<file path="src/rtl/note_glyph_renderer_pkg.sv">
// Shared types and constants for the note label renderer: 12x12 glyph bitmaps,
// note codes and the FSM state encoding. Bitmaps are row-major, MSB = top-left.
package note_glyph_renderer_pkg;

  localparam int GLYPH_W    = 12;
  localparam int GLYPH_H    = 12;
  localparam int GLYPH_BITS = GLYPH_W * GLYPH_H;
  localparam int NUM_GLYPHS = 3;

  typedef logic [GLYPH_BITS-1:0] bitmap_t;

  // Each group of three hex digits is one 12-pixel bitmap row, top row first.
  localparam bitmap_t BM_A     = 144'h000_0F0_198_30C_30C_3FC_3FC_30C_30C_30C_30C_000;
  localparam bitmap_t BM_B     = 144'h000_3F0_318_30C_318_3F0_3F0_318_30C_318_3F0_000;
  localparam bitmap_t BM_C     = 144'h000_0F8_18C_300_300_300_300_300_300_18C_0F8_000;
  localparam bitmap_t BM_D     = 144'h000_3F0_318_30C_30C_30C_30C_30C_30C_318_3F0_000;
  localparam bitmap_t BM_E     = 144'h000_3FC_300_300_300_3F8_3F8_300_300_300_3FC_000;
  localparam bitmap_t BM_F     = 144'h000_3FC_300_300_300_3F8_3F8_300_300_300_300_000;
  localparam bitmap_t BM_G     = 144'h000_0F8_18C_300_300_33C_30C_30C_30C_18C_0F8_000;
  localparam bitmap_t BM_SHARP = 144'h000_090_090_3FC_090_090_090_3FC_090_090_000_000;
  localparam bitmap_t BM_1     = 144'h000_060_0E0_1E0_060_060_060_060_060_060_1F8_000;
  localparam bitmap_t BM_2     = 144'h000_0F0_198_00C_00C_018_030_060_0C0_180_3FC_000;
  localparam bitmap_t BM_3     = 144'h000_0F0_198_00C_018_070_018_00C_00C_198_0F0_000;
  localparam bitmap_t BM_4     = 144'h000_018_038_078_0D8_198_318_3FC_018_018_018_000;

  localparam logic [3:0] NOTE_A  = 4'd1;
  localparam logic [3:0] NOTE_AS = 4'd2;
  localparam logic [3:0] NOTE_B  = 4'd3;
  localparam logic [3:0] NOTE_C  = 4'd4;
  localparam logic [3:0] NOTE_CS = 4'd5;
  localparam logic [3:0] NOTE_D  = 4'd6;
  localparam logic [3:0] NOTE_DS = 4'd7;
  localparam logic [3:0] NOTE_E  = 4'd8;
  localparam logic [3:0] NOTE_F  = 4'd9;
  localparam logic [3:0] NOTE_FS = 4'd10;
  localparam logic [3:0] NOTE_G  = 4'd11;
  localparam logic [3:0] NOTE_GS = 4'd12;

  typedef enum logic [1:0] {
    ST_IDLE,
    ST_DRAW,
    ST_ERASE,
    ST_FINISH
  } state_e;

  function automatic logic is_sharp(input logic [3:0] note);
    return note inside {NOTE_AS, NOTE_CS, NOTE_DS, NOTE_FS, NOTE_GS};
  endfunction

endpackage

</file>
<file path="src/rtl/note_glyph_renderer_rom.sv">
// Combinational glyph lookup: picks the sharp, letter or octave-digit bitmap
// for the selected glyph slot. Invalid notes yield blank sharp/letter slots.
module note_glyph_renderer_rom
  import note_glyph_renderer_pkg::*;
(
  input  logic [3:0] note,
  input  logic [1:0] octave,
  input  logic [1:0] glyph_idx,
  output bitmap_t    bitmap
);

  // NOTE: every always_comb output gets a default first, so no path can infer a latch.
  always_comb begin
    bitmap = '0;
    unique case (glyph_idx)
      2'd0: if (is_sharp(note)) bitmap = BM_SHARP;
      2'd1: begin
        case (note)
          NOTE_A, NOTE_AS: bitmap = BM_A;
          NOTE_B:          bitmap = BM_B;
          NOTE_C, NOTE_CS: bitmap = BM_C;
          NOTE_D, NOTE_DS: bitmap = BM_D;
          NOTE_E:          bitmap = BM_E;
          NOTE_F, NOTE_FS: bitmap = BM_F;
          NOTE_G, NOTE_GS: bitmap = BM_G;
          default:         bitmap = '0;
        endcase
      end
      2'd2: begin
        unique case (octave)
          2'd0: bitmap = BM_1;
          2'd1: bitmap = BM_2;
          2'd2: bitmap = BM_3;
          2'd3: bitmap = BM_4;
        endcase
      end
      default: bitmap = '0;
    endcase
  end

endmodule

</file>
<file path="src/rtl/note_glyph_renderer.sv">
// Scans a 3-glyph note label (sharp, letter, octave) pixel by pixel into the VGA
// adapter's write port, scaled by SCALE, with off-screen pixels suppressed.
module note_glyph_renderer
  import note_glyph_renderer_pkg::*;
#(
  parameter int         SCALE     = 1,
  parameter int         X_W       = 8,
  parameter int         Y_W       = 7,
  parameter int         SCREEN_W  = 160,
  parameter int         SCREEN_H  = 120,
  parameter logic [2:0] FG_COLOUR = 3'b100,
  parameter logic [2:0] BG_COLOUR = 3'b000
) (
  input  logic           clk,
  input  logic           resetn,
  input  logic [3:0]     note,
  input  logic [1:0]     octave,
  input  logic [X_W-1:0] x,
  input  logic [Y_W-1:0] y,
  input  logic           ld_note,
  input  logic           clr_note,
  output logic           busy,
  output logic           done,
  output logic [X_W-1:0] x_out,
  output logic [Y_W-1:0] y_out,
  output logic           writeEn,
  output logic [2:0]     colour
);

  localparam int         XS      = X_W + 1;
  localparam int         YS      = Y_W + 1;
  localparam logic [1:0] SUB_MAX = 2'(SCALE - 1);

  state_e state, state_nxt;

  logic [3:0]     note_q;
  logic [1:0]     oct_q;
  logic [X_W-1:0] x_q;
  logic [Y_W-1:0] y_q;

  logic [1:0] glyph_cnt, srow_cnt, scol_cnt;
  logic [3:0] row_cnt, col_cnt;

  logic last_scol, last_col, last_srow, last_row, last_glyph, last_pix;
  logic start, scanning;

  bitmap_t        bitmap;
  logic [7:0]     bit_idx;
  logic           pix_bit;
  logic [XS-1:0]  x_sum;
  logic [YS-1:0]  y_sum;
  logic           in_view;

  assign start    = (state == ST_IDLE) && (ld_note || clr_note);
  assign scanning = (state == ST_DRAW) || (state == ST_ERASE);

  assign last_scol  = (scol_cnt == SUB_MAX);
  assign last_col   = (col_cnt == 4'(GLYPH_W - 1));
  assign last_srow  = (srow_cnt == SUB_MAX);
  assign last_row   = (row_cnt == 4'(GLYPH_H - 1));
  assign last_glyph = (glyph_cnt == 2'(NUM_GLYPHS - 1));
  assign last_pix   = last_scol && last_col && last_srow && last_row && last_glyph;

  always_ff @(posedge clk) begin
    if (!resetn) state <= ST_IDLE;
    else         state <= state_nxt;
  end

  always_comb begin
    state_nxt = state;
    unique case (state)
      ST_IDLE: begin
        if (clr_note)     state_nxt = ST_ERASE;
        else if (ld_note) state_nxt = ST_DRAW;
      end
      ST_DRAW, ST_ERASE: if (last_pix) state_nxt = ST_FINISH;
      ST_FINISH:         state_nxt = ST_IDLE;
    endcase
  end

  // NOTE: sequential state uses non-blocking assignments so every register samples pre-edge values.
  always_ff @(posedge clk) begin
    if (!resetn) begin
      note_q    <= '0;
      oct_q     <= '0;
      x_q       <= '0;
      y_q       <= '0;
      glyph_cnt <= '0;
      row_cnt   <= '0;
      srow_cnt  <= '0;
      col_cnt   <= '0;
      scol_cnt  <= '0;
    end else if (start) begin
      note_q    <= note;
      oct_q     <= octave;
      x_q       <= x;
      y_q       <= y;
      glyph_cnt <= '0;
      row_cnt   <= '0;
      srow_cnt  <= '0;
      col_cnt   <= '0;
      scol_cnt  <= '0;
    end else if (scanning) begin
      // Odometer: sub-col fastest, glyph slowest; everything wraps to 0 after the last pixel.
      scol_cnt <= last_scol ? '0 : scol_cnt + 2'd1;
      if (last_scol) begin
        col_cnt <= last_col ? '0 : col_cnt + 4'd1;
        if (last_col) begin
          srow_cnt <= last_srow ? '0 : srow_cnt + 2'd1;
          if (last_srow) begin
            row_cnt <= last_row ? '0 : row_cnt + 4'd1;
            if (last_row) glyph_cnt <= last_glyph ? '0 : glyph_cnt + 2'd1;
          end
        end
      end
    end
  end

  note_glyph_renderer_rom u_rom (
    .note      (note_q),
    .octave    (oct_q),
    .glyph_idx (glyph_cnt),
    .bitmap    (bitmap)
  );

  assign bit_idx = 8'(GLYPH_BITS - 1) - (8'(row_cnt) * 8'(GLYPH_W) + 8'(col_cnt));
  assign pix_bit = bitmap[bit_idx];

  // One extra bit of headroom so a box hanging off the right/bottom edge clips instead of wrapping.
  assign x_sum = {1'b0, x_q} + XS'(glyph_cnt) * XS'(GLYPH_W * SCALE)
               + XS'(col_cnt) * XS'(SCALE) + XS'(scol_cnt);
  assign y_sum = {1'b0, y_q} + YS'(row_cnt) * YS'(SCALE) + YS'(srow_cnt);
  assign in_view = (x_sum < XS'(SCREEN_W)) && (y_sum < YS'(SCREEN_H));

  always_ff @(posedge clk) begin
    if (!resetn) begin
      busy    <= 1'b0;
      done    <= 1'b0;
      writeEn <= 1'b0;
      x_out   <= '0;
      y_out   <= '0;
      colour  <= BG_COLOUR;
    end else begin
      done    <= 1'b0;
      writeEn <= 1'b0;
      unique case (state)
        ST_IDLE: if (start) busy <= 1'b1;
        ST_DRAW, ST_ERASE: begin
          writeEn <= in_view;
          x_out   <= x_sum[X_W-1:0];
          y_out   <= y_sum[Y_W-1:0];
          colour  <= (state == ST_DRAW && pix_bit) ? FG_COLOUR : BG_COLOUR;
        end
        ST_FINISH: begin
          busy <= 1'b0;
          done <= 1'b1;
        end
      endcase
    end
  end

endmodule

</file>
<file path="config.mk">
export PLATFORM = sky130hd
export DESIGN_NAME = note_glyph_renderer
export DESIGN_NICKNAME = d
export VERILOG_FILES = /design/src/rtl/note_glyph_renderer_pkg.sv /design/src/rtl/note_glyph_renderer_rom.sv /design/src/rtl/note_glyph_renderer.sv
export SDC_FILE = /design/constraint.sdc
export NUM_CORES = 1
export LEC_CHECK = 0
export CAP_MARGIN = 20
export CORE_MARGIN = 5
export CORE_UTILIZATION = 53
export CTS_BUF_LIST = sky130_fd_sc_hd__clkbuf_4 sky130_fd_sc_hd__clkbuf_8 sky130_fd_sc_hd__clkbuf_16
export DETAILED_ROUTE_END_ITERATION = 8
export GPL_ROUTABILITY_DRIVEN = 0
export PLACE_DENSITY = 0.77
export SLEW_MARGIN = 40
export SYNTH_ARGS = -nofsm -noshare
export SYNTH_HDL_FRONTEND = slang
export SYNTH_SLANG_ARGS = --single-unit
</file>
<file path="constraint.sdc">
create_clock -name clk -period 2.8 [get_ports clk]
set_input_delay 0.56 -clock clk [delete_from_list [all_inputs] [get_ports clk]]
set_output_delay 0.56 -clock clk [all_outputs]
set_load 0.01 [all_outputs]
</file>
# [Yosys cells after proc, flatten, opt, wreduce, memory -nomap -nowiden]
# Memories as Yosys holds them, arrays and structs flattened. A register that Yosys moved wholly into a read port is not among the register bits.
# Cells that the tools add are included.
[classes] bitwise=1 n_reduce_logical=25 eq_ne=18 addsub=12 muxes=20 order_cmp=3 n_mul=2
[op_table] cell="144-bit case mux with 4 select lines" n=1
[op_table] cell="144-bit case mux with 3 select lines" n=1
[op_table] cell="128-bit 2-to-1 mux" n=1
[op_table] cell="4-bit equality test (second input constant)" n=4
[op_table] cell="4-bit 2-to-1 mux" n=4
[op_table] cell="2-bit 2-to-1 mux" n=6
[op_table] cell="2-bit equality test (second input constant)" n=5
[op_table] cell="2-bit zero test" n=5
[op_table] cell="8-bit by 6-bit adder with 9-bit output" n=1
[op_table] cell="9-bit by 2-bit adder with 9-bit output" n=1
[op_table] cell="9-bit by 4-bit adder with 9-bit output" n=1
[op_table] cell="8-bit by 9-bit less-than comparator with 1-bit output (second input constant)" n=1
[op_table] cell="9-bit by 8-bit less-than comparator with 1-bit output (second input constant)" n=1
[op_table] cell="4-bit by 1-bit adder with 4-bit output (second input constant)" n=2
[op_table] cell="7-bit by 4-bit adder with 8-bit output" n=1
[op_table] cell="8-bit by 2-bit adder with 8-bit output" n=1
[op_table] cell="8-bit by 4-bit adder with 8-bit output" n=1
[op_table] cell="1-bit binary-select mux with 8-bit select" n=1
[op_table] cell="4-bit by 3-bit equality test with 1-bit output (second input constant)" n=2
[op_table] cell="8-bit by 7-bit less-than comparator with 1-bit output (second input constant)" n=1
[op_table] cell="2-bit AND reduction" n=4
[op_table] cell="8-bit subtractor (first input constant)" n=1
[op_table] cell="1-bit logical AND" n=7
[op_table] cell="2-bit by 1-bit adder with 2-bit output (second input constant)" n=3
[op_table] cell="other kinds (18)" n=25
[word_totals] romBits=992 n_memories=1 ff_bits=58 out_inout_bits=21 inputBits=25
[memory_table] name="(name not given)" depth=16 width=62 read_ports=1 rd_clocked_by_memory_dff=1 write_ports=0 line="note_glyph_renderer_rom.sv:18" source="case (note)"

# [Depth between registers and ports, before layout]
# Gate-level depths: netlist of run 1.
[logic_depth] depth_word=8 depth_mapped=13 depth_no_buf=13

# [Hierarchy]
# A second synthesis of run 1 with hierarchy kept.
[unflattened] hier_cells=709 area_unflattened_um2=5967.0
[by_module_without_submodules] module="note_glyph_renderer" n_inst=1 area_per_inst_um2=4461.8 cells_per_inst=482 seq_area_each_um2=1121.1
[by_module_without_submodules] module="note_glyph_renderer_rom" n_inst=1 area_per_inst_um2=1505.2 cells_per_inst=227 seq_area_each_um2=0.0

# [Worst setup path before layout of run 1]
# OpenSTA, ideal clock, no wires.
[synth_path] kind="register to register" start="reg row_cnt[1]" end="reg colour[2]" slack_ns=-0.079 stages_incl_launch_ff=12 synth_period_minus_slack_ns=2.879 path_buffers=0 arrival_time_ns=2.800 cell_sequence="dfxtp_1 > ha_1 > inv_1 > ha_1 > ha_1 > or3_4 > and2_4 > a2111oi_2 > o32ai_1 > a221oi_2 > a2111oi_2 > a211oi_2"
[synth_via] elab_chain_cells=7
[synth_lines] item="start, declared" line="note_glyph_renderer.sv:42" source="logic [3:0] row_cnt, col_cnt;"
[synth_lines] item="start signal, assigned" line="note_glyph_renderer.sv:111" source="row_cnt <= last_row ? '0 : row_cnt + 4'd1;"
[synth_lines] item="4-bit by 2-bit multiplier with 6-bit output" line="note_glyph_renderer.sv:126" source="assign bit_idx = 8'(GLYPH_BITS - 1) - (8'(row_cnt) * 8'(GLYPH_W) + 8'(col_cnt));"
[synth_lines] item="8-bit by 4-bit adder with 8-bit output" line="note_glyph_renderer.sv:126"
[synth_lines] item="8-bit subtractor" line="note_glyph_renderer.sv:126"
[synth_lines] item="1-bit binary-select mux with 8-bit select" line="note_glyph_renderer.sv:127" source="assign pix_bit = bitmap[bit_idx];"
[synth_lines] item="1-bit 2-to-1 mux (not written as such)" line="note_glyph_renderer.sv:127"
[synth_lines] item="1-bit logical AND" line="note_glyph_renderer.sv:152" source="colour <= (state == ST_DRAW && pix_bit) ? FG_COLOUR : BG_COLOUR;"
[synth_lines] item="3-bit 2-to-1 mux" line="note_glyph_renderer.sv:152"
[synth_lines] item="end signal, assigned" line="note_glyph_renderer.sv:152"
[synth_lines] item="end, declared" line="note_glyph_renderer.sv:27" source="output logic [2:0] colour"
# Every way passes these cells. The select of a mux whose other input is x is not followed.
# A chain may end at the register's enable or synchronous reset.

# [Worst setup path in the final report of run 1]
[layout_path] start="reg oct_q[0]" end="reg colour[2]"
[layout_via] elab_chain_cells=7 elab_cells_between_ends=10
[layout_lines] item="start, declared" line="note_glyph_renderer.sv:37" source="logic [1:0] oct_q;"
[layout_lines] item="start signal, assigned" line="note_glyph_renderer.sv:95" source="oct_q <= octave;"
[layout_lines] item="2-bit equality test (tied with other cells)" line="note_glyph_renderer_rom.sv:30" source="unique case (octave)"
[layout_lines] item="144-bit case mux with 4 select lines (*)" line="note_glyph_renderer_rom.sv:30"
[layout_lines] item="144-bit case mux with 3 select lines (*)" line="note_glyph_renderer_rom.sv:15" source="unique case (glyph_idx)"
[layout_lines] item="1-bit binary-select mux with 8-bit select (*)" line="note_glyph_renderer.sv:127"
[layout_lines] item="1-bit 2-to-1 mux (not written as such) (*)" line="note_glyph_renderer.sv:127"
[layout_lines] item="1-bit logical AND (*)" line="note_glyph_renderer.sv:152"
[layout_lines] item="3-bit 2-to-1 mux (*)" line="note_glyph_renderer.sv:152"
# Mark *: on every way between the ends. The rest lies on a longest branch, timed or not. The select of a mux whose other input is x is not followed.

==> results of run 1 <==
logic make-up after synthesis:
| logic type | after synthesis | share of synthesized area, % |
|---|---|---|
| and+or+nand+nor | 209 | 18.71 |
| AOI/OAI and AO/OA | 179 | 23.99 |
| DFF | 76 | 28.27 |
| buffers and inverters | 76 | 6.183 |
| adders and majority gates | 59 | 14.97 |
| muxes | 24 | 4.463 |
| xor gates and xnor gates | 19 | 3.347 |
| other | 1 | 0.06967 |
metrics by stage:
step                      std cells  power (mW)  hold WS, ps
after floorplan                 644       2.910        443.5
after global placement          832       3.530        452.9
after detailed placement        832       3.586        456.8
after CTS                       848       4.573        468.4
after global routing            856       4.896        489.6
final                           856       4.651        467.0
timing repair:
| action | CTS | global route |
|---|---|---|
| endpoints found under the setup margin | 1 | 3 |
| gates resized for setup | 11 | 41 |
| setup buffers | 0 | 8 |
| pin swaps | 6 | 19 |
| hold buffers | 0 | 0 |
critical path, stage by stage, from the launching register on:
cell and delay (ps):
dfxtp_1 430, inv_1 90, ha_1 210, and2b_1 350, o21ai_0 390, a221oi_1 490, nor3_1 150, nor4_2 280
o32ai_2 130, a211oi_2 190
worst min path at each step:
| stage | startpoint | end | slack (ps) | cells after the start |
|---|---|---|---|---|
| floorplan | x_q[0]$_SDFFE_PN0P_ | x_q[0]$_SDFFE_PN0P_ | 440 | 2 |
| global placement | x_q[0]$_SDFFE_PN0P_ | x_q[0]$_SDFFE_PN0P_ | 450 | 2 |
| detailed placement | y_q[0]$_SDFFE_PN0P_ | y_q[0]$_SDFFE_PN0P_ | 460 | 2 |
| CTS | y_q[0]$_SDFFE_PN0P_ | y_q[0]$_SDFFE_PN0P_ | 470 | 2 |
| global route | y_q[0]$_SDFFE_PN0P_ | y_q[0]$_SDFFE_PN0P_ | 490 | 2 |
| finish | y_q[0]$_SDFFE_PN0P_ | y_q[0]$_SDFFE_PN0P_ | 470 | 2 |
area by class of cell:
type	count	area (µm²)
repair buffers	96	835.8
well taps	133	166.4
multi-input cells	492	3777
clock buffers	10	137.6
flip-flops and latches	76	1533
fillers	798	3114
inverters	43	161.4
clock inverters	6	93.84
placed cells by master, fill, tap and decap left out, types with 4 or more instances in the layout:
cell | netlist | layout
and2_1 | 11 | 10
inv_1 | 40 | 39
ha_1 | 50 | 44
xor2_1 | 5 | 4
o211a_1 | 8 | 8
o21bai_1 | 4 | 4
fa_1 | 9 | 8
nand2b_1 | 9 | 9
clkbuf_8 | 0 | 10
a31oi_1 | 5 | 4
nand3_1 | 13 | 13
and3_1 | 5 | 5
nor2_1 | 28 | 26
a221oi_1 | 4 | 4
xnor2_1 | 13 | 10
a22oi_1 | 5 | 4
a211oi_1 | 6 | 5
or3_1 | 4 | 4
a21boi_0 | 20 | 20
inv_2 | 3 | 4
nor2b_1 | 17 | 15
nor3_1 | 8 | 6
a21o_1 | 6 | 6
nand2_1 | 93 | 90
dfxtp_1 | 76 | 71
a21oi_1 | 43 | 37
mux2i_1 | 24 | 24
clkdlybuf4s50_1 | 0 | 43
ha_4 | 0 | 5
buf_4 | 4 | 51
a21oi_2 | 0 | 6
o21ai_0 | 27 | 26
report_power, final:
| group | switching, mW | total (mW) | internal, mW | leakage, nW |
|---|---|---|---|---|
| sequential | 0.163 | 1.52 | 1.36 | 0.627 |
| combinational | 1.26 | 2.16 | 0.895 | 2.12 |
| clock | 0.443 | 0.977 | 0.534 | 0.113 |
| total | 1.87 | 4.65 | 2.79 | 2.86 |
layer usage:
metal / vias to the layer above / routed length [µm]
met5: - / 0
met4: 0 / 632
met3: 69 / 1057
met2: 261 / 7012
met1: 2384 / 6149
li1: 2413 / -
==> flow_metrics.env, run 1 <==
export IMPL_fin_util_pct=68.28
export IMPL_period_minus_slack_ps=2781
export IMPL_cts_tree="done"
export IMPL_clkSinkCount=76
export IMPL_clk_path_buf_depth=2
export IMPL_core_mm2=0.009819
export IMPL_postSynthAreaPerCell_um2=8.371
export IMPL_post_synth_inst_count=643
export IMPL_irDropWorstVdd_v=0.0005482
export IMPL_hp_class="reg2reg"
export IMPL_grt_pass1_vias=4991
export IMPL_synth_cell_type_count=74
export IMPL_setup_ws_ps=18.50
export IMPL_worstReg2RegStart="oct_q[0]$_SDFFE_PN0P_"
export IMPL_grt_max_degree=44
export IMPL_via_per_inst=5.989
export IMPL_synth_top_flop_cell="dfxtp_1"
export IMPL_drc=0
export IMPL_drtIter0Drc=437
export IMPL_max_freq_ghz=0.3595
export IMPL_cp_startpoint="oct_q[0]$_SDFFE_PN0P_"
export IMPL_final_nets=802
export IMPL_numCtsBuffers=9
export IMPL_synth_common_cells="nand2_1 (93), dfxtp_1 (76), ha_1 (50)"
export IMPL_synth_edf_count=0
export IMPL_endpoint_kind="flop"
export IMPL_place_area_mm2=0.006167
export IMPL_use_met3_pct=3.930
export IMPL_grt_busiest_layer="met2"
export IMPL_status="finished clean"
export IMPL_clk_latency_ps=360
export IMPL_rsz0062_at_grt="yes"
export IMPL_tightest_slew_ps=896.0
export IMPL_cp_start_kind="flop"
export IMPL_n_antenna_cell=0
export IMPL_slew_headroom_pct=39.64
export IMPL_worst_ep_arrival_time_ps=3070
export IMPL_crit_end="colour[2]$_SDFFE_PN0N_"
export IMPL_start_util_pct=54.82
export IMPL_die_area_mm2=0.01227
export IMPL_syn_area_mm2=0.005383
export IMPL_area_growth_pct=24.57
export IMPL_power_per_cell_area_mw_per_mm2=693.7
export IMPL_slew_violations=0
export IMPL_grt_overflow_total=0
export IMPL_period_share_pct=99.34
export IMPL_cts_root_buf="clkbuf_8"
export IMPL_timing_final_hold_violations=0
export IMPL_ff2ff_path_depth=9
export IMPL_required_ps=3080
export IMPL_ctsHtreeMaxLevel=3
export IMPL_p_leak_nw=2.858
export IMPL_grtUsageMet1_pct=28.78
export IMPL_cap_viol_max_count=0
export IMPL_final_setup_viol_count=0
export IMPL_ios=46
export IMPL_grt_pass1_wl_um=23520
export IMPL_netlist_top_cells_area="dfxtp_1 (28%), ha_1 (12%), nand2_1 (6.5%)"
export IMPL_clock_skew_ps=9.748
export IMPL_detail_route_antenna_nets=0
export IMPL_cp_max_fo=7
export IMPL_rows=36
export IMPL_crit_reg2reg_capture="colour[2]$_SDFFE_PN0N_"
export IMPL_synthArstFlopShare_pct=0
export IMPL_pre_cts_slack_ps=-128.2
export IMPL_drive_gt1_share_pct=18.53
export IMPL_first_pass_iters=5
export IMPL_ys_seq_elements=76
export IMPL_synth_most_common_cell="nand2_1"
export IMPL_tns_ps=0
export IMPL_die_h_um=110.8
export IMPL_vias=5127
export IMPL_synth_yosys_seq_area_share_pct=28.27
export IMPL_reg2reg_setup_slack_ps=20
export IMPL_cts_clk_slew_worst_paths_ps=90
export IMPL_die_w_um=110.8
export IMPL_met2_usage_pct=37.70
export IMPL_dp_final_hpwl_um=10830
export IMPL_finalInstanceArea_mm2=0.006705
export IMPL_drt_wl_total_um=14850
export IMPL_grt_total_usage_pct=22.83
export IMPL_port_buffers=43
export IMPL_grt_antenna_before_repair=0
export IMPL_critPathKind="reg2reg"
export IMPL_wire_per_inst_um=17.35
export IMPL_yosysWarnings=0
export IMPL_yosys_area_top_type="dfxtp_1"
export IMPL_yosysTopAreaCellShare_pct=28.27
(Power assumes the default switching activity.)
==> inputs of run 2 (changes only) <==
Settings changed: HOLD_SLACK_MARGIN set to 0.12.
==> results of run 2 <==
Final layout, timing and power as in run 1 (identical DEF).
==> inputs of run 3 (changes only) <==
==> constraint.sdc (replaced) <==
create_clock -name clk -period 2.8 [get_ports clk]
set_input_delay 0.84 -clock clk [delete_from_list [all_inputs] [get_ports clk]]
set_output_delay 0.84 -clock clk [all_outputs]
set_load 0.01 [all_outputs]
==> run 3 against run 2 <==
- the run now ends with DRC, setup timing left
- critical path depth increased by 5
- wire length rose by 3.7%
- first-iteration DRC count shrank 2.7%
- utilization is 2.7 points higher
- sequential power barely moved
- worst hold slack gained 13 ps
- combinational power increased by 7%
- clock skew down 2.2 ps
- via count grew 2.7%
==> flow_metrics.env, run 3 (synthesis gave the netlist of run 1 again) <==
export IMPL_status="finished with violations"
export IMPL_violations="DRC, setup timing"
export IMPL_grt_pass1_vias=5227
export IMPL_die_area_mm2=0.01227
export IMPL_drive_gt1_share_pct=22.19
export IMPL_irDropWorstVdd_v=0.0005295
export IMPL_die_w_um=110.8
export IMPL_clkPwrFrac_pct=19.7
export IMPL_cp_max_fo=5
export IMPL_dp_final_hpwl_um=11080
export IMPL_cts_tree="done"
export IMPL_fillers=761
export IMPL_grt_max_degree=44
export IMPL_tns_ps=-6.753
export IMPL_slew_violations=0
export IMPL_first_pass_iters=9
export IMPL_tightest_slew_ps=546.4
export IMPL_internal_power_mw=2.929
export IMPL_crit_reg2reg_capture="colour[2]$_SDFFE_PN0N_"
export IMPL_p_leak_nw=2.995
export IMPL_drt_wl_total_um=15400
export IMPL_pwr_share_comb_pct=48.5
export IMPL_mostFrequentLayoutCells="nand2_1 (91), buf_4 (75), dfxtp_1 (72)"
export IMPL_cts_root_buf="clkbuf_8"
export IMPL_timing_final_hold_violations=0
export IMPL_whs_path_depth=2
export IMPL_endpoint_kind="flop"
export IMPL_grt_pass1_wl_um=24380
export IMPL_cap_viol_max_count=0
export IMPL_setup_ws_ps=-6.753
export IMPL_path_cells="ha_4 > inv_2 > ha_4 > ha_4 > buf_4 > o21ai_2 > buf_4 > and2_4 > buf_4 > nand4_1 > a41o_1 > a31oi_1 > o32ai_1 > a211oi_2"
export IMPL_grt_overflow_total=0
export IMPL_critical_path_slowest_cell="dfxtp_4"
export IMPL_start_util_pct=54.82
export IMPL_vias=5265
export IMPL_drc=11
export IMPL_clock_skew_ps=7.576
export IMPL_die_h_um=110.8
export IMPL_cp_start_kind="flop"
export IMPL_reg2reg_setup_slack_ps=-7
export IMPL_via_per_inst=5.976
export IMPL_port_buffers=43
export IMPL_numCtsBuffers=9
export IMPL_n_antenna_cell=0
export IMPL_cts_hold_buf=0
export IMPL_pre_cts_slack_ps=-342.9
export IMPL_required_ps=3080
export IMPL_core_mm2=0.009819
export IMPL_hp_class="reg2reg"
export IMPL_p_seq_share_pct=31.9
export IMPL_ios=46
export IMPL_final_setup_viol_count=1
export IMPL_final_nets=827
export IMPL_finalPower_mw=4.774
export IMPL_power_per_cell_area_mw_per_mm2=685.1
export IMPL_period_share_pct=100.2
export IMPL_netSwitchingFraction_pct=38.66
export IMPL_drtIter0Drc=425
export IMPL_max_freq_ghz=0.3563
export IMPL_clkSinkCount=76
export IMPL_rows=36
export IMPL_crit_cells=14
export IMPL_slew_headroom_pct=63.57
export IMPL_grt_total_usage_pct=23.75
export IMPL_cp_startpoint="row_cnt[0]$_SDFFE_PP0P_"
export IMPL_path_delay_family="compound AO/OA/AOI/OAI gates"
export IMPL_wire_per_inst_um=17.48
export IMPL_worstReg2RegStart="row_cnt[0]$_SDFFE_PP0P_"
export IMPL_crit_end="colour[2]$_SDFFE_PN0N_"
export IMPL_grt_antenna_before_repair=0
export IMPL_detail_route_antenna_nets=0
export IMPL_worst_ep_arrival_time_ps=3090
export IMPL_cts_clk_slew_worst_paths_ps=80
export IMPL_clk_path_buf_depth=2
export IMPL_ff2ff_path_depth=14
export IMPL_ctsHtreeMaxLevel=3
export IMPL_whs_ps=479.5
export IMPL_period_minus_slack_ps=2807
export IMPL_layout_commonest_cell="nand2_1"
export IMPL_fin_util_pct=70.97
export IMPL_clk_latency_ps=350
export IMPL_path_buf_inv=4
export IMPL_area_growth_pct=29.47
export IMPL_power_switching_mw=1.846
export IMPL_critPathKind="reg2reg"
export IMPL_max_stage_delay_ps=360
[run 3: power by group through the flow]
stage / registers (mW) / clock network (mW) / logic (mW)
floorplan: 1.54 / 0 / 1.37
global placement: 1.54 / 0 / 2.09
detailed placement: 1.54 / 0 / 2.14
CTS: 1.52 / 0.950 / 2.17
global route: 1.55 / 1.01 / 2.50
finish: 1.52 / 0.939 / 2.31
[run 3: final cells by class]
cell class	count	area (µm²)	share of cell area, %
multi-input cells	493	3860	55.39
flip-flops and latches	76	1531	21.97
repair buffers	120	1025	14.70
well taps	133	166.4	2.388
inverters	43	161.4	2.316
clock buffers	12	152.6	2.190
clock inverters	4	72.57	1.041
[run 3: repair_timing]
| action | in CTS | in global routing |
|---|---|---|
| resized for setup | 12 | 53 |
| buffers inserted | 1 | 3 |
| gates cloned | 1 | 0 |
| pin swaps | 9 | 15 |
| setup endpoints to repair | 2 | 15 |
[run 3: worst register-to-register path, delay by kind of cell (launching register included)]
family                     cells  cell delay, ps
AOI/OAI and AO/OA              5             820
adders and majority gates      3             730
buffers and inverters          4             490
DFF                            1             360
and+or+nand+nor                2             330
[run 3: worst min-delay path by stage]
stage	start	endpoint	slack (ps)
global route	y_q[0]$_SDFFE_PN0P_	y_q[0]$_SDFFE_PN0P_	500
global placement	y_q[0]$_SDFFE_PN0P_	y_q[0]$_SDFFE_PN0P_	450
CTS	y_q[4]$_SDFFE_PN0P_	y_q[4]$_SDFFE_PN0P_	480
finish	y_q[4]$_SDFFE_PN0P_	y_q[4]$_SDFFE_PN0P_	480
detailed placement	y_q[4]$_SDFFE_PN0P_	y_q[4]$_SDFFE_PN0P_	470
floorplan	x_q[0]$_SDFFE_PN0P_	x_q[0]$_SDFFE_PN0P_	440
[run 3: metrics by stage]
stage               cells  area (µm²)
detailed placement    860        6390
finish                881        6969
floorplan             644        5401
CTS                   878        6709
global route          881        6969
global placement      860        6390
[run 3: layer usage]
metal  GRT usage (%)  vias up  routed length, µm
li1                -     2468                  -
met1           28.94     2415               6391
met2           38.63      304               7263
met3           4.967       78               1062
met4           13.79        0                678
met5               0        -                  0
